<file path="src/rtl/inst_chk_pkg.sv">
// Shared decode constants and sequencing state for the instruction-stream constraint.
package inst_chk_pkg;

    localparam logic [6:0] OPC_OP     = 7'b0110011;
    localparam logic [6:0] OPC_OP_IMM = 7'b0010011;
    localparam logic [6:0] OPC_LOAD   = 7'b0000011;
    localparam logic [6:0] OPC_STORE  = 7'b0100011;
    localparam logic [6:0] OPC_JAL    = 7'b1101111;
    localparam logic [6:0] OPC_JALR   = 7'b1100111;
    localparam logic [6:0] OPC_BRANCH = 7'b1100011;
    localparam logic [6:0] OPC_NOP    = 7'h7F;

    localparam logic [2:0] F3_ADD_SUB = 3'b000;
    localparam logic [2:0] F3_SLL     = 3'b001;
    localparam logic [2:0] F3_WORD    = 3'b010;
    localparam logic [2:0] F3_SR      = 3'b101;
    localparam logic [2:0] F3_JALR    = 3'b000;

    localparam logic [6:0] F7_BASE    = 7'h00;
    localparam logic [6:0] F7_ALT     = 7'h20;
    localparam logic [6:0] F7_MULDIV  = 7'h01;

    typedef enum logic [1:0] {
        ST_PRE   = 2'd0,
        ST_DRAIN = 2'd1,
        ST_CHECK = 2'd2
    } seq_state_e;

    // funct3 010/011 have no branch encoding in RV32I
    function automatic logic is_branch_funct3(input logic [2:0] funct3);
        return (funct3 != 3'b010) && (funct3 != 3'b011);
    endfunction

endpackage

</file>
<file path="src/rtl/inst_seq_constraint_if.sv">
// Fetch-side bundle plus constraint/status outputs of the instruction-stream constraint.
interface inst_seq_constraint_if #(
    parameter int FETCH_WIDTH  = 2,
    parameter int DRAIN_CYCLES = 16
);
    localparam int DCW = $clog2(DRAIN_CYCLES + 1);

    logic [FETCH_WIDTH*32-1:0] inst_i;
    logic [FETCH_WIDTH-1:0]    inst_valid_i;
    logic                      fetch_stall_i;
    logic                      sit_trigger_i;

    logic                      constraint_ok;
    logic [FETCH_WIDTH-1:0]    slot_legal_o;
    logic [1:0]                state_o;
    logic [31:0]               sit_inst_o;
    logic [1:0]                sit_slot_o;
    logic [DCW-1:0]            drain_cnt_o;
    logic                      check_window_o;

    modport master (
        output inst_i, inst_valid_i, fetch_stall_i, sit_trigger_i,
        input  constraint_ok, slot_legal_o, state_o, sit_inst_o, sit_slot_o,
               drain_cnt_o, check_window_o
    );

    modport slave (
        input  inst_i, inst_valid_i, fetch_stall_i, sit_trigger_i,
        output constraint_ok, slot_legal_o, state_o, sit_inst_o, sit_slot_o,
               drain_cnt_o, check_window_o
    );

endinterface

</file>
<file path="src/rtl/inst_legal_decode.sv">
// Combinational legality check of one 32-bit instruction against the RV32IM subset.
module inst_legal_decode
    import inst_chk_pkg::*;
#(
    parameter bit QED_MODE  = 1'b0,
    parameter bit ALLOW_MUL = 1'b1,
    parameter bit ALLOW_MEM = 1'b1
) (
    input  logic [31:0] inst,
    output logic        legal,
    output logic        is_nop
);

    logic [6:0] opcode;
    logic [6:0] funct7;
    logic [2:0] funct3;
    logic [4:0] rd;
    logic [4:0] rs1;
    logic [4:0] rs2;
    logic       regs_i_ok;
    logic       regs_r_ok;
    logic       mem_addr_ok;

    assign opcode = inst[6:0];
    assign rd     = inst[11:7];
    assign funct3 = inst[14:12];
    assign rs1    = inst[19:15];
    assign rs2    = inst[24:20];
    assign funct7 = inst[31:25];

    // QED mode keeps ALU traffic in x0..x15 and memory at small absolute addresses
    assign regs_i_ok   = !QED_MODE || ((rd < 5'd16) && (rs1 < 5'd16));
    assign regs_r_ok   = regs_i_ok && (!QED_MODE || (rs2 < 5'd16));
    assign mem_addr_ok = !QED_MODE || ((rs1 == 5'd0) && (inst[31:30] == 2'b00));

    always_comb begin
        legal = 1'b0;
        case (opcode)
            OPC_OP: begin
                case (funct7)
                    F7_BASE:   legal = regs_r_ok;
                    F7_ALT:    legal = regs_r_ok && ((funct3 == F3_ADD_SUB) || (funct3 == F3_SR));
                    F7_MULDIV: legal = ALLOW_MUL && regs_r_ok && !funct3[2];
                    default:   legal = 1'b0;
                endcase
            end
            OPC_OP_IMM: begin
                case (funct3)
                    F3_SLL:  legal = regs_i_ok && (funct7 == F7_BASE);
                    F3_SR:   legal = regs_i_ok && ((funct7 == F7_BASE) || (funct7 == F7_ALT));
                    default: legal = regs_i_ok;
                endcase
            end
            OPC_LOAD, OPC_STORE: legal = ALLOW_MEM && (funct3 == F3_WORD) && mem_addr_ok;
            OPC_JAL:             legal = 1'b1;
            OPC_JALR:            legal = (funct3 == F3_JALR);
            OPC_BRANCH:          legal = is_branch_funct3(funct3);
            OPC_NOP:             legal = 1'b1;
            default:             legal = 1'b0;
        endcase
    end

    assign is_nop = (opcode == OPC_NOP);

endmodule

</file>
<file path="src/rtl/inst_seq_constraint.sv">
// Instruction-stream constraint for formal runs: legal pre-phase, one captured SIT,
// NOP-only drain, then a terminal check window.
//   state    | meaning
//   ST_PRE   | any legal instructions; waits for the SIT trigger
//   ST_DRAIN | SIT captured; only NOPs, counting accepted bundles
//   ST_CHECK | drain complete; NOP-only, check window open until reset
module inst_seq_constraint
    import inst_chk_pkg::*;
#(
    parameter int FETCH_WIDTH  = 2,
    parameter int PRE_MAX      = 8,
    parameter int DRAIN_CYCLES = 16,
    parameter bit QED_MODE     = 1'b0,
    parameter bit ALLOW_MUL    = 1'b1,
    parameter bit ALLOW_MEM    = 1'b1
) (
    input  logic                 clk,
    input  logic                 reset,
    inst_seq_constraint_if.slave bus
);

    localparam int PCW = $clog2(PRE_MAX + 1);
    localparam int DCW = $clog2(DRAIN_CYCLES + 1);
    localparam logic [PCW-1:0] PRE_LIMIT  = PCW'(PRE_MAX);
    localparam logic [DCW-1:0] DRAIN_LAST = DCW'(DRAIN_CYCLES - 1);

    seq_state_e                state_q, state_d;
    logic [PCW-1:0]            pre_cnt_q, pre_cnt_d;
    logic [DCW-1:0]            drain_cnt_q, drain_cnt_d;
    logic [31:0]               sit_inst_q, sit_inst_d;
    logic [1:0]                sit_slot_q, sit_slot_d;

    logic                      stall_q;
    logic [FETCH_WIDTH*32-1:0] inst_q;
    logic [FETCH_WIDTH-1:0]    valid_q;

    logic [FETCH_WIDTH-1:0]    slot_legal;
    logic [FETCH_WIDTH-1:0]    slot_nop;
    logic                      accept;
    logic                      hold_ok;
    logic                      slots_ok;
    logic                      forced_ok;

    logic                      sit_found;
    logic                      sit_multi;
    logic [1:0]                sit_idx;
    logic [31:0]               sit_word;

    for (genvar k = 0; k < FETCH_WIDTH; k++) begin : g_slot
        inst_legal_decode #(
            .QED_MODE  (QED_MODE),
            .ALLOW_MUL (ALLOW_MUL),
            .ALLOW_MEM (ALLOW_MEM)
        ) u_decode (
            .inst   (bus.inst_i[32*k +: 32]),
            .legal  (slot_legal[k]),
            .is_nop (slot_nop[k])
        );
    end

    assign accept = !bus.fetch_stall_i && (|bus.inst_valid_i);

    // A stalled bundle must be re-presented unchanged on the following cycle
    assign hold_ok = !stall_q ||
                     ((bus.inst_i == inst_q) && (bus.inst_valid_i == valid_q));

    always_comb begin
        sit_found = 1'b0;
        sit_multi = 1'b0;
        sit_idx   = 2'd0;
        sit_word  = 32'd0;
        for (int k = 0; k < FETCH_WIDTH; k++) begin
            if (bus.inst_valid_i[k] && !slot_nop[k]) begin
                if (sit_found) begin
                    sit_multi = 1'b1;
                end else begin
                    sit_idx  = 2'(k);
                    sit_word = bus.inst_i[32*k +: 32];
                end
                sit_found = 1'b1;
            end
        end
    end

    always_comb begin
        state_d     = state_q;
        pre_cnt_d   = pre_cnt_q;
        drain_cnt_d = drain_cnt_q;
        sit_inst_d  = sit_inst_q;
        sit_slot_d  = sit_slot_q;
        slots_ok    = 1'b1;
        forced_ok   = 1'b1;
        case (state_q)
            ST_PRE: begin
                slots_ok = !(|(bus.inst_valid_i & ~slot_legal));
                if (accept && (pre_cnt_q == PRE_LIMIT) && !bus.sit_trigger_i) begin
                    forced_ok = 1'b0;
                end
                if (accept) begin
                    if (bus.sit_trigger_i && sit_found) begin
                        // everything after the SIT in the same bundle must be filler
                        if (sit_multi) begin
                            slots_ok = 1'b0;
                        end
                        state_d     = ST_DRAIN;
                        drain_cnt_d = '0;
                        sit_inst_d  = sit_word;
                        sit_slot_d  = sit_idx;
                    end else if (pre_cnt_q != PRE_LIMIT) begin
                        pre_cnt_d = pre_cnt_q + 1'b1;
                    end
                end
            end
            ST_DRAIN: begin
                slots_ok = !(|(bus.inst_valid_i & ~slot_nop));
                if (accept) begin
                    drain_cnt_d = drain_cnt_q + 1'b1;
                    if (drain_cnt_q == DRAIN_LAST) begin
                        state_d = ST_CHECK;
                    end
                end
            end
            ST_CHECK: begin
                slots_ok = !(|(bus.inst_valid_i & ~slot_nop));
            end
            default: begin
                state_d = ST_PRE;
            end
        endcase
    end

    always_ff @(posedge clk or posedge reset) begin
        if (reset) begin
            state_q     <= ST_PRE;
            pre_cnt_q   <= '0;
            drain_cnt_q <= '0;
            sit_inst_q  <= '0;
            sit_slot_q  <= '0;
            stall_q     <= 1'b0;
            inst_q      <= '0;
            valid_q     <= '0;
        end else begin
            state_q     <= state_d;
            pre_cnt_q   <= pre_cnt_d;
            drain_cnt_q <= drain_cnt_d;
            sit_inst_q  <= sit_inst_d;
            sit_slot_q  <= sit_slot_d;
            stall_q     <= bus.fetch_stall_i;
            inst_q      <= bus.inst_i;
            valid_q     <= bus.inst_valid_i;
        end
    end

    assign bus.constraint_ok  = slots_ok && forced_ok && hold_ok;
    assign bus.slot_legal_o   = slot_legal;
    assign bus.state_o        = state_q;
    assign bus.sit_inst_o     = sit_inst_q;
    assign bus.sit_slot_o     = sit_slot_q;
    assign bus.drain_cnt_o    = drain_cnt_q;
    assign bus.check_window_o = (state_q == ST_CHECK);

endmodule

</file>
<file path="src/flat_wrapper.sv">
// flat-port wrapper written by rule: the top's interface ports become plain ports
module inst_seq_constraint_flat import inst_chk_pkg::*;
#(
    parameter int FETCH_WIDTH  = 2,
    parameter int PRE_MAX      = 8,
    parameter int DRAIN_CYCLES = 16,
    parameter bit QED_MODE     = 1'b0,
    parameter bit ALLOW_MUL    = 1'b1,
    parameter bit ALLOW_MEM    = 1'b1
)
  (clk, reset, bus_inst_i, bus_inst_valid_i, bus_fetch_stall_i, bus_sit_trigger_i, bus_constraint_ok, bus_slot_legal_o, bus_state_o, bus_sit_inst_o, bus_sit_slot_o, bus_drain_cnt_o, bus_check_window_o);
  inst_seq_constraint_if #(.FETCH_WIDTH(FETCH_WIDTH), .DRAIN_CYCLES(DRAIN_CYCLES)) bus_i ();
  input  logic clk;
  input  logic reset;
  input wire logic [$bits(bus_i.inst_i)-1:0] bus_inst_i;
  input wire logic [$bits(bus_i.inst_valid_i)-1:0] bus_inst_valid_i;
  input wire logic [$bits(bus_i.fetch_stall_i)-1:0] bus_fetch_stall_i;
  input wire logic [$bits(bus_i.sit_trigger_i)-1:0] bus_sit_trigger_i;
  output wire logic [$bits(bus_i.constraint_ok)-1:0] bus_constraint_ok;
  output wire logic [$bits(bus_i.slot_legal_o)-1:0] bus_slot_legal_o;
  output wire logic [$bits(bus_i.state_o)-1:0] bus_state_o;
  output wire logic [$bits(bus_i.sit_inst_o)-1:0] bus_sit_inst_o;
  output wire logic [$bits(bus_i.sit_slot_o)-1:0] bus_sit_slot_o;
  output wire logic [$bits(bus_i.drain_cnt_o)-1:0] bus_drain_cnt_o;
  output wire logic [$bits(bus_i.check_window_o)-1:0] bus_check_window_o;
  assign bus_i.inst_i = bus_inst_i;
  assign bus_i.inst_valid_i = bus_inst_valid_i;
  assign bus_i.fetch_stall_i = bus_fetch_stall_i;
  assign bus_i.sit_trigger_i = bus_sit_trigger_i;
  assign bus_constraint_ok = bus_i.constraint_ok;
  assign bus_slot_legal_o = bus_i.slot_legal_o;
  assign bus_state_o = bus_i.state_o;
  assign bus_sit_inst_o = bus_i.sit_inst_o;
  assign bus_sit_slot_o = bus_i.sit_slot_o;
  assign bus_drain_cnt_o = bus_i.drain_cnt_o;
  assign bus_check_window_o = bus_i.check_window_o;
  inst_seq_constraint #(.FETCH_WIDTH(FETCH_WIDTH), .PRE_MAX(PRE_MAX), .DRAIN_CYCLES(DRAIN_CYCLES), .QED_MODE(QED_MODE), .ALLOW_MUL(ALLOW_MUL), .ALLOW_MEM(ALLOW_MEM)) u_core (.clk(clk), .reset(reset), .bus(bus_i));
endmodule
</file>
<file path="config.mk">
export PLATFORM = sky130hd
export DESIGN_NAME = inst_seq_constraint_flat
export DESIGN_NICKNAME = d
export VERILOG_FILES = /design/src/rtl/inst_chk_pkg.sv /design/src/rtl/inst_seq_constraint_if.sv /design/src/rtl/inst_legal_decode.sv /design/src/rtl/inst_seq_constraint.sv /design/src/flat_wrapper.sv
export SDC_FILE = /design/constraint.sdc
export NUM_CORES = 1
export LEC_CHECK = 0
export BUFFER_PORTS_ARGS = -buffer_cell sky130_fd_sc_hd__buf_2
export CAP_MARGIN = 20
export CORE_MARGIN = 8
export CORE_UTILIZATION = 45
export DETAILED_ROUTE_END_ITERATION = 16
export PLACE_DENSITY = 0.69
export REMOVE_ABC_BUFFERS = 1
export SKIP_LAST_GASP = 1
export SYNTH_ARGS = -nofsm -noshare
export SYNTH_HDL_FRONTEND = slang
export SYNTH_SLANG_ARGS = --single-unit
</file>
<file path="constraint.sdc">
create_clock -name clk -period 9.4 [get_ports clk]
set_input_delay 1.88 -clock clk [delete_from_list [all_inputs] [get_ports clk]]
set_output_delay 1.88 -clock clk [all_outputs]
set_load 0.005 [all_outputs]
</file>
# Word level (Yosys, flattened, before mapping)
# Cells that the tools add are included.
[classes] add_sub_neg=2 mul=0 n_div=0 n_lt_le_gt_ge=0 eq_ne=41 n_shift=0 mux=30 bitwise_logic=6 n_reduce_logical=43
[ops] operator="$mux 32" n=3
[ops] operator="$eq 64x64->1" n=1
[ops] operator="$eq 7x7->1 const B" n=8
[ops] operator="$eq 7x6->1 const B" n=6
[ops] operator="$reduce_or 2->1" n=8
[ops] operator="$mux 5" n=3
[ops] operator="$eq 7x1->1 const B" n=2
[ops] operator="$eq 7x2->1 const B" n=2
[ops] operator="$eq 7x5->1 const B" n=2
[ops] operator="$logic_not 7->1" n=2
[ops] operator="$ne 3x2->1 const B" n=4
[ops] operator="$pmux 1 s6" n=2
[ops] operator="$logic_and 1x1->1" n=11
[ops] operator="$mux 1" n=10
[ops] operator="$mux 2" n=5
[ops] operator="$pmux 5 s2" n=1
[ops] operator="$logic_not 1->1" n=9
[ops] operator="$ne 2x1->1 const B" n=4
[ops] operator="$reduce_and 4->1" n=2
[ops] operator="$eq 3x1->1 const B" n=2
[ops] operator="$eq 3x2->1 const B" n=2
[ops] operator="$eq 3x3->1 const B" n=2
[ops] operator="$logic_not 3->1" n=2
[ops] operator="$pmux 1 s2" n=3
[ops] operator="18 further kinds" n=26
[totals] register_bits=112 latchBits=0 ramBits=0 rom_bits=0 input_bits=70 out_inout_bits=45 memories=0

# Depth between registers and ports, before layout
[logic_depth] word_depth=14 ltp_mapped=9 mapped_depth_nobuf=7

# Hierarchy
# Synthesis repeated with hierarchy kept, for this count alone.
[hier_totals] hier_cells=435 area_unflattened_um2=4926.0
[by_module_without_submodules] mod="inst_seq_constraint" n_inst=1 cells_per_inst=381 area_per_inst_um2=4585.6
[by_module_without_submodules] mod="inst_legal_decode" n_inst=2 cells_per_inst=27 area_per_inst_um2=170.2

# Worst setup path before layout
# No wires, ideal clock.
[synth_path] path_kind="input -> output" startpoint="input port bus_inst_i[28]" endpoint="output port bus_constraint_ok" arrival_time_ns=3.272 slack_ns=4.248 stages=5 path_buffers=0 cell_sequence="or4_1 > or4_1 > o21a_1 > a32o_1 > a21oi_2"
[synth_between] elab_chain_len=14 word_cells_on_any_way=20 cone_classes="eq/ne: 3; mux: 7; bitwise: 2; reduce/logical: 8"
[synth_lines] element="from (decl)" line_no="flat_wrapper.sv:15" source="input wire logic [$bits(bus_i.inst_i)-1:0] bus_inst_i;"
[synth_lines] element="$eq 7x6->1 or $logic_not 7->1 (tied branches)" line_no="inst_legal_decode.sv:40, inst_legal_decode.sv:50, inst_legal_decode.sv:49"
[synth_lines] element="$logic_or 1x1->1" line_no="inst_legal_decode.sv:50" source="F3_SR: legal = regs_i_ok && ((funct7 == F7_BASE) || (funct7 == F7_ALT));"
[synth_lines] element="$pmux 1 s2" line_no="inst_legal_decode.sv:48" source="case (funct3)"
[synth_lines] element="$pmux 1 s6" line_no="inst_legal_decode.sv:38" source="case (opcode)"
[synth_lines] element="$not 2->2" line_no="inst_seq_constraint.sv:95" source="slots_ok = !(|(bus.inst_valid_i & ~slot_legal));"
[synth_lines] element="$and 2x2->2" line_no="inst_seq_constraint.sv:95"
[synth_lines] element="$reduce_or 2->1" line_no="inst_seq_constraint.sv:95"
[synth_lines] element="$logic_not 1->1" line_no="inst_seq_constraint.sv:95"
[synth_lines] element="$mux 1" line_no="inst_seq_constraint.sv:102" source="if (sit_multi) begin"
[synth_lines] element="$mux 1" line_no="inst_seq_constraint.sv:100" source="if (bus.sit_trigger_i && sit_found) begin"
[synth_lines] element="$mux 1" line_no="inst_seq_constraint.sv:99" source="if (accept) begin"
[synth_lines] element="$pmux 1 s2" line_no="inst_seq_constraint.sv:93" source="case (state_q)"
[synth_lines] element="$logic_and 1x1->1" line_no="inst_seq_constraint.sv:154" source="assign bus.constraint_ok = slots_ok && forced_ok && hold_ok;"
[synth_lines] element="$logic_and 1x1->1 (*)" line_no="inst_seq_constraint.sv:154"
[synth_lines] element="to (decl)" line_no="flat_wrapper.sv:19" source="output wire logic [$bits(bus_i.constraint_ok)-1:0] bus_constraint_ok;"
# Mark *: on every way between the ends. The rest lies on a longest branch, timed or not.

# Worst setup path after layout
[layout_path] startpoint="input port bus_inst_i[37]" endpoint="output port bus_constraint_ok"
[layout_between] elab_chain_len=13 word_cells_on_any_way=33 cone_classes="eq/ne: 9; mux: 7; bitwise: 4; reduce/logical: 13"
[layout_lines] element="$eq 7x7->1, or another cell as far along" line_no="inst_legal_decode.sv:38, inst_legal_decode.sv:63"
[layout_lines] element="$reduce_or 2->1, on equally long branches"
[layout_lines] element="$pmux 1 s6" line_no="inst_legal_decode.sv:38"
[layout_lines] element="$not 2->2" line_no="inst_seq_constraint.sv:95"
[layout_lines] element="$and 2x2->2" line_no="inst_seq_constraint.sv:95"
[layout_lines] element="$reduce_or 2->1" line_no="inst_seq_constraint.sv:95"
[layout_lines] element="$logic_not 1->1" line_no="inst_seq_constraint.sv:95"
[layout_lines] element="$mux 1" line_no="inst_seq_constraint.sv:102"
[layout_lines] element="$mux 1" line_no="inst_seq_constraint.sv:100"
[layout_lines] element="$mux 1" line_no="inst_seq_constraint.sv:99"
[layout_lines] element="$pmux 1 s2" line_no="inst_seq_constraint.sv:93"
[layout_lines] element="$logic_and 1x1->1" line_no="inst_seq_constraint.sv:154"
[layout_lines] element="$logic_and 1x1->1 (*)" line_no="inst_seq_constraint.sv:154"
# Marks and branches as above.

==> summary.md <==
| Metric | Value |
|---|---|
| Pre-antenna DRT Iters | 4 |
| Count of cell types in the netlist | between 50 and 60 |
| Clock Path Buffers | 2 |
| VDD IR-drop max | about 0.00011 V |
| Period utilisation layout | 0.602 |
| Die width | 121 um |
| Clock share of power | 0.204 |
| # DRC | 0 |
| Mean Syn Cell Area | roughly 12 um2 |
| Ys async rst share | 1.00 |
| Layout Area Growth over Synthesis | 17.3% |
| Multiplexer share of the synthesized area | 0.00628 |
| Area of the mapped netlist | approximately 5000 um2 |
| CP Launch Type | input pin |
| Max Slew Vio Count | 0 |
| Status | complete, no violations |
| Die area | approximately 15000 um2 |
| Routability Congestion | 0.883 |
| Synth Warn # | 0 |
| Final Worst Setup Slack | around 3.7 ns |
| Commonest non-fill, non-tap cells in the layout | 113 x buf_2, 111 x dfrtp_1, 59 x xor2_1 |
| CTS resizes | 0 |
| CTS H-tree depth | 3 |
| Die span in y | ~120 um |
| DR iter-0 viols | approximately 320 |
| All-Layer GR Usage | 0.185 |
| Design area | around 5800 um2 |
| Number of setup buffers added after CTS | 0 |
| Slew @ Worst Pin | about 1 ns |
| RSZ-0062 raised after global routing | false |
| CTS buffer count | 9 |
| Clock period minus worst slack | 5.66 ns |
| GRT overflow | 0 |
| Number of global-route vias before repair | between 3000 and 4000 |
| Slew margin rel. | 0.351 |
| Post-Synth XOR/XNOR Area | 0.120 |
| Most common cell after layout, fill and taps aside | buf_2 |
| Port bufs | 113 |
| Non-Filler Instances | 684 |
| Setup_tns | 0 ns |
| Critical path type | in2out |
| Pleak | ~2.7 nW |
| Net switching power | about 0.41 mW |
| FMAX | approximately 0.18 GHz |
| Core footprint | 10800 um2 |
| Critical Path Fanout Max | 9 |
| Max Cap Viol | 0 |
| Largest family of logic cells by synthesized area | simple AND/OR/NAND/NOR gates |
| First-pass GRT wire length | approximately 21000 um |
| Share of cells above drive strength 1 | 0.265 |
| Net Sw Frac | 0.320 |
| Gate power share | 0.292 |
| Fin. Hold Viols | 0 |
| Vias per cell | around 5.5 |
| Worst hold path type | reg2reg |
| Number of I/O pins | around 120 |
| Post-Route WL | approximately 13000 um |
| Area post-placement | between 5000 and 6000 um2 |
| Part of the power in registers | 0.504 |
| Post-DR wirelength/cell | a little under 20 um |
| Seq/Total Area, Yosys | 0.558 |
| Post-Synth Simple-Gate Area | 0.133 |
| Starting Density | 0.459 |
| Placed cells | ~670 |
| Post-synth EDFFs | 0 |
| Largest net degree at the start of global routing | 78 |
| Setup violations, final | 0 |
| Hold-fix buffers, CTS | 0 |
| Dpl ws | 3.82 ns |
| Synthesized instance count | 430 |
| Setup Skew | approximately 0.0025 ns |
| Internal | 0.877 mW |
| Power per cell area | between 200 and 250 nW/um2 |
| Crit path DAT | approximately 3.8 ns |
| Worst Setup End Kind | primary output |
| Initial antenna violation count | 0 |
| Final HPWL DP | ~9800 um |
| Clk Latency, worst-skew pair | around 0.37 ns |
| CTS tree | yes |
| Fin nets | around 600 |
| Rows | 38 |
| CTS clock-pin slew for the worst setup and hold paths | ~0.09 ns |
| Post-Synth Adder-Cell Area | 0.0201 |
| #FFs+latches synth | approximately 110 |
| Critical Path RT | roughly 7.5 ns |
| DR vias | 3766 |
| Synth Area in Compound Gates | 0.130 |
| Detail Route Antenna Nets | 0 |
| Clock sink count | around 110 |
| Dominant synthesized flop cell | dfrtp_1 |
| Root buf cell | clkbuf_8 |
## metal layers
layer | global-route usage | up-vias | wire, um
li1 | - | 1758 | -
met1 | 0.249 | 1832 | 5890
met2 | 0.278 | 152 | 6020
met3 | 0.0442 | 24 | 1130
met4 | 0.0864 | 0 | 354
met5 | 0 | - | 0
## power groups by stage
stage | combinational (mW) | sequential [mW] | clock (mW)
6_report | 0.377 | 0.650 | 0.264
5_1_grt | 0.423 | 0.665 | 0.288
4_1_cts | 0.385 | 0.650 | 0.272
3_5_place_dp | 0.383 | 0.658 | 0
3_3_place_gp | 0.373 | 0.654 | 0
2_1_floorplan | 0.198 | 0.660 | 0
## state kept, by name, summed over array words and instances, names as in the netlist
signal                  cells
u_core.valid_q              2
u_core.bus.state_o          2
u_core.bus.drain_cnt_o      5
u_core.inst_q              64
u_core.bus.sit_slot_o       1
u_core.bus.sit_inst_o      32
u_core.pre_cnt_q            4
u_core.stall_q              1
## synth_stat cells, types with 2 or more instances
master	number	area (um2)
nor2_1	49	184
nand2_1	8	30.0
o41ai_1	2	17.5
nand3_1	6	30.0
nor2b_1	5	31.3
a21oi_1	6	30.0
nor3_1	4	20.0
clkbuf_1	9	33.8
or4_1	2	15.0
o21bai_1	4	30.0
o21a_1	4	30.0
a21oi_2	2	17.5
a21o_1	2	15.0
buf_2	9	45.0
buf_4	4	30.0
nor4_1	16	100
dfrtp_1	111	2780
o21ai_1	3	15.0
nand3b_1	2	15.0
nand4_1	9	56.3
xnor2_1	9	78.8
mux2i_1	2	20.0
o21ai_0	2	10.0
and3_1	13	81.3
ha_1	8	100
inv_1	13	48.8
or2_2	2	12.5
a32o_1	2	20.0
xor2_1	59	517
a221o_1	14	140
a221oi_1	21	184
## worst max-delay path, stage by stage
cell     delay, ns
buf_2         0.17
xor2_1        0.18
nor4_1        0.37
nand4_1       0.15
o41ai_1       0.56
nand4_1       0.17
a21oi_2       0.16
buf_2         0.14
## kinds of logic after synthesis
family,after synthesis
buffers and inverters,35
other,1
AND/OR/NAND/NOR,127
adder cells (fa/ha/maj),8
flip-flops,111
AO/OA/AOI/OAI,77
XOR/XNOR,68
multiplexers,3
## final timing paths
kind | startpoint | endpoint | slack, ns | depth (start not counted)
worst max-delay path | bus_inst_i[37] | bus_constraint_ok | 3.74 | 8
worst min-delay path | u_core.bus.sit_slot_o[0] | u_core.bus.sit_slot_o[0] | 0.48 | 1
worst max register to register | u_core.bus.state_o[0] | u_core.bus.sit_inst_o[19] | 6.95 | 6
worst min register to register | u_core.bus.sit_slot_o[0] | u_core.bus.sit_slot_o[0] | 0.48 | 1
max in group asynchronous | reset | u_core.inst_q[51] | 6.56 | 3
min in group asynchronous | reset | u_core.bus.sit_slot_o[0] | 1.52 | 2
## final cells by class
cell class	count	area (um2)
fillers	969	5000
flip-flops and latches	111	2780
multi-input cells	284	2050
repair buffers	119	611
well taps	140	175
clock buffers	14	163
inverters	13	51.3
clock inverters	2	15.0
diodes	1	2.50
## metrics by stage
step            util  hold slack (ns)  power [mW]
6_report       0.539            0.480        1.29
3_5_place_dp   0.522            0.462        1.04
5_1_grt        0.539            0.506        1.38
2_1_floorplan      -            0.445       0.859
4_1_cts        0.539            0.484        1.31
3_3_place_gp   0.522            0.457        1.03
No activity file was read; power rests on OpenSTA's default activity.
